File: src/rtl/ble_crc_serializer.sv
// BLE PDU serializer: pulls bytes over valid/ready, emits them LSB-first, then appends CRC-24.
// Optional CRC stage guarded by BLE_SER_CRC_EN; when undefined the frame ends after the PDU.
// Ports: pka_1or2m_gclk/r_tx_rst_n clock and async reset; fsm_ser_start samples pdu_len,
//  crc_init; byte_data/byte_valid/byte_ready byte handshake; bit_tick bit strobe;
//  r_data/vld_data_coded bit stream to whitener; ser_busy/ser_done/ser_underrun status;
//  crc_out live CRC register (0 without BLE_SER_CRC_EN).
module ble_crc_serializer #(
  parameter int          LEN_W    = 8,
  parameter logic [23:0] CRC_POLY = 24'h00065B
) (
  input  logic             pka_1or2m_gclk,
  input  logic             r_tx_rst_n,
  input  logic             fsm_ser_start,
  input  logic [LEN_W-1:0] pdu_len,
  input  logic [23:0]      crc_init,
  input  logic [7:0]       byte_data,
  input  logic             byte_valid,
  output logic             byte_ready,
  input  logic             bit_tick,
  output logic             r_data,
  output logic             vld_data_coded,
  output logic             ser_busy,
  output logic             ser_done,
  output logic             ser_underrun,
  output logic [23:0]      crc_out
);

  typedef enum logic [1:0] {
    S_IDLE,
    S_PDU,
    S_CRC,
    S_DONE
  } state_t;

`ifdef BLE_SER_CRC_EN
  localparam state_t PDU_END = S_CRC;
`else
  localparam state_t PDU_END = S_DONE;
`endif

  state_t           state;
  logic [LEN_W-1:0] len_q;
  logic [LEN_W-1:0] acc_cnt;
  logic [LEN_W-1:0] emit_cnt;
  logic [7:0]       hold;
  logic             hold_full;
  logic [2:0]       bit_idx;
  logic             r_data_q;
  logic             vld_q;
  logic             underrun_q;

`ifdef BLE_SER_CRC_EN
  logic [23:0] crc;
  logic [4:0]  crc_cnt;

  function automatic logic [23:0] crc_step(
    input logic [23:0] c,
    input logic        b
  );
    crc_step = {c[22:0], 1'b0} ^ ((c[23] ^ b) ? CRC_POLY : 24'h0);
  endfunction

  assign crc_out = crc;
`else
  logic unused_crc_cfg;
  assign unused_crc_cfg = ^{crc_init, CRC_POLY};
  assign crc_out = 24'h0;
`endif

  // Ready only while a byte of this frame is still owed and the hold reg is free.
  assign byte_ready = (state == S_PDU) && !hold_full
                      && (acc_cnt != len_q);

  assign r_data         = r_data_q;
  assign vld_data_coded = vld_q;
  assign ser_busy       = (state != S_IDLE);
  assign ser_done       = (state == S_DONE);
  assign ser_underrun   = underrun_q;

  always_ff @(posedge pka_1or2m_gclk or negedge r_tx_rst_n) begin
    if (!r_tx_rst_n) begin
      state      <= S_IDLE;
      len_q      <= '0;
      acc_cnt    <= '0;
      emit_cnt   <= '0;
      hold       <= 8'h0;
      hold_full  <= 1'b0;
      bit_idx    <= 3'd0;
      r_data_q   <= 1'b0;
      vld_q      <= 1'b0;
      underrun_q <= 1'b0;
`ifdef BLE_SER_CRC_EN
      crc        <= 24'h0;
      crc_cnt    <= 5'd0;
`endif
    end else begin
      vld_q <= 1'b0;
      unique case (state)
        S_IDLE: begin
          if (fsm_ser_start) begin
            len_q      <= pdu_len;
            acc_cnt    <= '0;
            emit_cnt   <= '0;
            bit_idx    <= 3'd0;
            hold_full  <= 1'b0;
            underrun_q <= 1'b0;
`ifdef BLE_SER_CRC_EN
            crc        <= crc_init;
            crc_cnt    <= 5'd0;
`endif
            state <= (pdu_len != '0) ? S_PDU : PDU_END;
          end
        end
        S_PDU: begin
          // Fill and emit are exclusive: fill needs empty, emit needs full.
          if (byte_valid && byte_ready) begin
            hold      <= byte_data;
            hold_full <= 1'b1;
            acc_cnt   <= acc_cnt + LEN_W'(1);
          end
          if (bit_tick) begin
            if (hold_full) begin
              r_data_q <= hold[bit_idx];
              vld_q    <= 1'b1;
              bit_idx  <= bit_idx + 3'd1;
`ifdef BLE_SER_CRC_EN
              crc      <= crc_step(crc, hold[bit_idx]);
`endif
              if (bit_idx == 3'd7) begin
                hold_full <= 1'b0;
                emit_cnt  <= emit_cnt + LEN_W'(1);
                if (emit_cnt == len_q - LEN_W'(1)) begin
                  state <= PDU_END;
                end
              end
            end else begin
              underrun_q <= 1'b1;
            end
          end
        end
`ifdef BLE_SER_CRC_EN
        S_CRC: begin
          if (bit_tick) begin
            r_data_q <= crc[23];
            vld_q    <= 1'b1;
            crc      <= {crc[22:0], 1'b0};
            crc_cnt  <= crc_cnt + 5'd1;
            if (crc_cnt == 5'd23) begin
              state <= S_DONE;
            end
          end
        end
`endif
        S_DONE: begin
          state <= S_IDLE;
        end
        default: begin
          state <= S_IDLE;
        end
      endcase
    end
  end

endmodule

File: config.mk
export PLATFORM = sky130hd
export DESIGN_NAME = ble_crc_serializer
export DESIGN_NICKNAME = d
export VERILOG_FILES = /design/src/rtl/ble_crc_serializer.sv
export SDC_FILE = /design/constraint.sdc
export NUM_CORES = 1
export LEC_CHECK = 0
export BUFFER_PORTS_ARGS = -buffer_cell sky130_fd_sc_hd__buf_2
export CAP_MARGIN = 20
export CORE_MARGIN = 1
export CORE_UTILIZATION = 51
export DETAILED_ROUTE_END_ITERATION = 16
export PLACE_DENSITY = 0.79
export SYNTH_ARGS = -nofsm -noshare
export SYNTH_HDL_FRONTEND = slang
export SYNTH_SLANG_ARGS = --single-unit
File: constraint.sdc
create_clock -name pka_1or2m_gclk -period 2.4 [get_ports pka_1or2m_gclk]
set_input_delay 0.48 -clock pka_1or2m_gclk [delete_from_list [all_inputs] [get_ports pka_1or2m_gclk]]
set_output_delay 0.48 -clock pka_1or2m_gclk [all_outputs]
set_load 0.05 [all_outputs]
==> metrics <==
period utilization=91.0%; register area share after synthesis=43.0%; area delta synth->final=9.33%; met2 Resource Use GR=31.2%; worst hold margin=0.104 ns; largest net degree at the start of global routing=21; Unique masters post-synth=38; HPWL Detailed=3300 um; share of layout cells above drive strength 1=19.8%; r2r setup slk=0.27 ns; # setup viols final=0; FF+latch area=1030 sq um; GP Congestion=0.839; Synth Flop Type=dfrtp_1; Lkg Pwr=1.22 nW; vias in the first global route=1642; Post-Syn Instances=250; first-pass GRT wire length=7510 um; RSZ-0062 raised after global routing=no; CP max FO=11; most frequent cells in the layout=41 x dfrtp_1, 29 x nand2_1, 26 x buf_2, 24 x conb_1, 15 x nor2_1; Critical Path RT=1.92 ns; final wirelength=4320 um; Max Cap Viol=0; Worst-Skew Late Latency=0.29 ns; chip height=70.4 um; antenna-violating nets left=0; crit path from=state[1]$_DFFE_PN0P_; CP Data Arrival Time=1.70 ns; met1 Use GR=25.2%; number of synthesized flops with an enable pin=0; DR vias/cell=5.37; Final Hold Viols=0; warnings from Yosys=0; die area=4960 sq um; # fillers=380; Post-synth ARST share=100%; crit path capture type=primary output; min Tclk post-route=2.18 ns; pwr/cell area=974 nW/um^2; CTS tree=yes; WS Path Type=flop to primary output; I/O pins=75; Startpoint Class=flop; antenna diode count=0; fmax=458 MHz; worst flop-to-flop path endpoint=acc_cnt[6]$_DFFE_PN0P_; clock-pin slew on the worst setup and hold paths=0.08 ns; clk sinks=41; status=finished clean; Reg2Reg Depth=5; row cnt=24; Synth Area per Inst=9.55 sq um; core area=4410 sq um; initial antenna violation count=0; H-Tree Depth=2; via count=1773; Post-CTS Repair Setup Buffers=0; DIE WIDTH=70.4 um; Tot GR Track Use=19.1%; CTS Hold Bufs=0; Root Driver=clkbuf_8; global route hottest layer=met2; number of gates resized after CTS=0; initial DRC count=60; GRT met3 Usage=3.90%; setup tns final=0 ns; Routed WL per cell=13.1 um; TritonCTS buffer count=5; total gr overflow=0; Post-Syn Area=2390 sq um; Hold WC Path Type=input port to async pin; Post-layout nets=327; # DRC=0; Final Max Tran Viols=0; Max IR drop VDD=0.499 mV; Yosys reg bits=41; multi-input logic area=1190 sq um; most common cell after layout, fill and taps aside=dfrtp_1; Pre-Repair DR Iteration Count=4; CTS Buffer Depth=2; PnR Total Power=2.54 mW; clock skew=0.00834 ns; Starting Density=54.1%; number of port buffers=26; reg-to-reg startpoint=state[1]$_DFFE_PN0P_
==> report_power, final <==
part / switching (mW) / internal (mW) / total, mW
combinational: 0.450 / 0.394 / 0.844
sequential: 0.228 / 0.891 / 1.12
clock: 0.242 / 0.338 / 0.580
total: 0.920 / 1.62 / 2.54
==> layout make-up <==
class,count,area share [%]
Timing Repair Buffer,33,7.00
Tap cell,52,2.49
Clock buffer,6,3.16
Sequential cell,41,39.3
Inverter,6,0.863
Multi-Input combinational cell,190,45.7
Clock inverter,2,1.44
==> metal layers <==
metal  vias up  share of wire (%)
li1        874                  -
met1       852                 47
met2        41                 48
met3         6                4.3
met4         0                1.0
met5         -                  0
==> sequential cells by signal, summed over array words and instances (netlist names) <==
signal and count:
acc_cnt 8, emit_cnt 8, hold 8, len_q 8, bit_idx 3, state 2, hold_full 1, r_data 1
ser_underrun 1, vld_data_coded 1
==> metrics by stage <==
step | utilization [%] | instance area, sq um | worst slack, ns | instances
finish | 59.1 | 2610 | 0.216 | 330
CTS | 59.1 | 2610 | 0.216 | 330
global route | 59.1 | 2610 | 0.147 | 330
global placement | 56.4 | 2490 | 0.326 | 322
detailed placement | 56.4 | 2490 | 0.307 | 322
floorplan | - | 2470 | 0.0276 | 273
==> Yosys cell counts (3+ instances only) <==
cell type / n / share of area, %
o21ai_0: 9 / 1.9
nor4_1: 6 / 1.6
a21oi_1: 11 / 2.3
buf_4: 24 / 7.5
nand4_1: 4 / 1.0
o31ai_1: 4 / 1.3
nand2_1: 29 / 4.6
nand2b_1: 5 / 1.3
nor2_1: 15 / 2.4
mux2i_1: 3 / 1.3
or4_1: 3 / 0.94
a22o_1: 3 / 1.1
inv_1: 6 / 0.94
nor3_1: 6 / 1.3
xnor2_1: 10 / 3.7
xor2_1: 14 / 5.1
dfrtp_1: 41 / 43
mux2_2: 9 / 4.2
nand3_1: 8 / 1.7
buf_2: 5 / 1.0
ha_1: 5 / 2.6
clkbuf_1: 7 / 1.1
==> cell families after synthesis <==
kind of cell / share of synthesized area (%)
AND/OR/NAND/NOR: 17.1
buffers and inverters: 10.6
flip-flops: 43.0
AO/OA/AOI/OAI: 10.3
XOR/XNOR: 8.80
multiplexers: 7.39
adder cells (fa/ha/maj): 2.62
other: 0.157
==> critical path, stage by stage, from the launching register on <==
cell and delay (ns):
dfrtp_1 0.49, nand2b_1 0.29, a211oi_1 0.31, buf_2 0.32
==> worst max-delay path by stage <==
stage,slack (ns),to,cells past startpoint
floorplan,0.03,byte_ready,4
global route,0.15,byte_ready,3
global placement,0.33,acc_cnt[6]$_DFFE_PN0P_,5
CTS,0.22,byte_ready,3
detailed placement,0.31,acc_cnt[6]$_DFFE_PN0P_,5
finish,0.22,byte_ready,3
No activity file was read; power rests on OpenSTA's default activity.
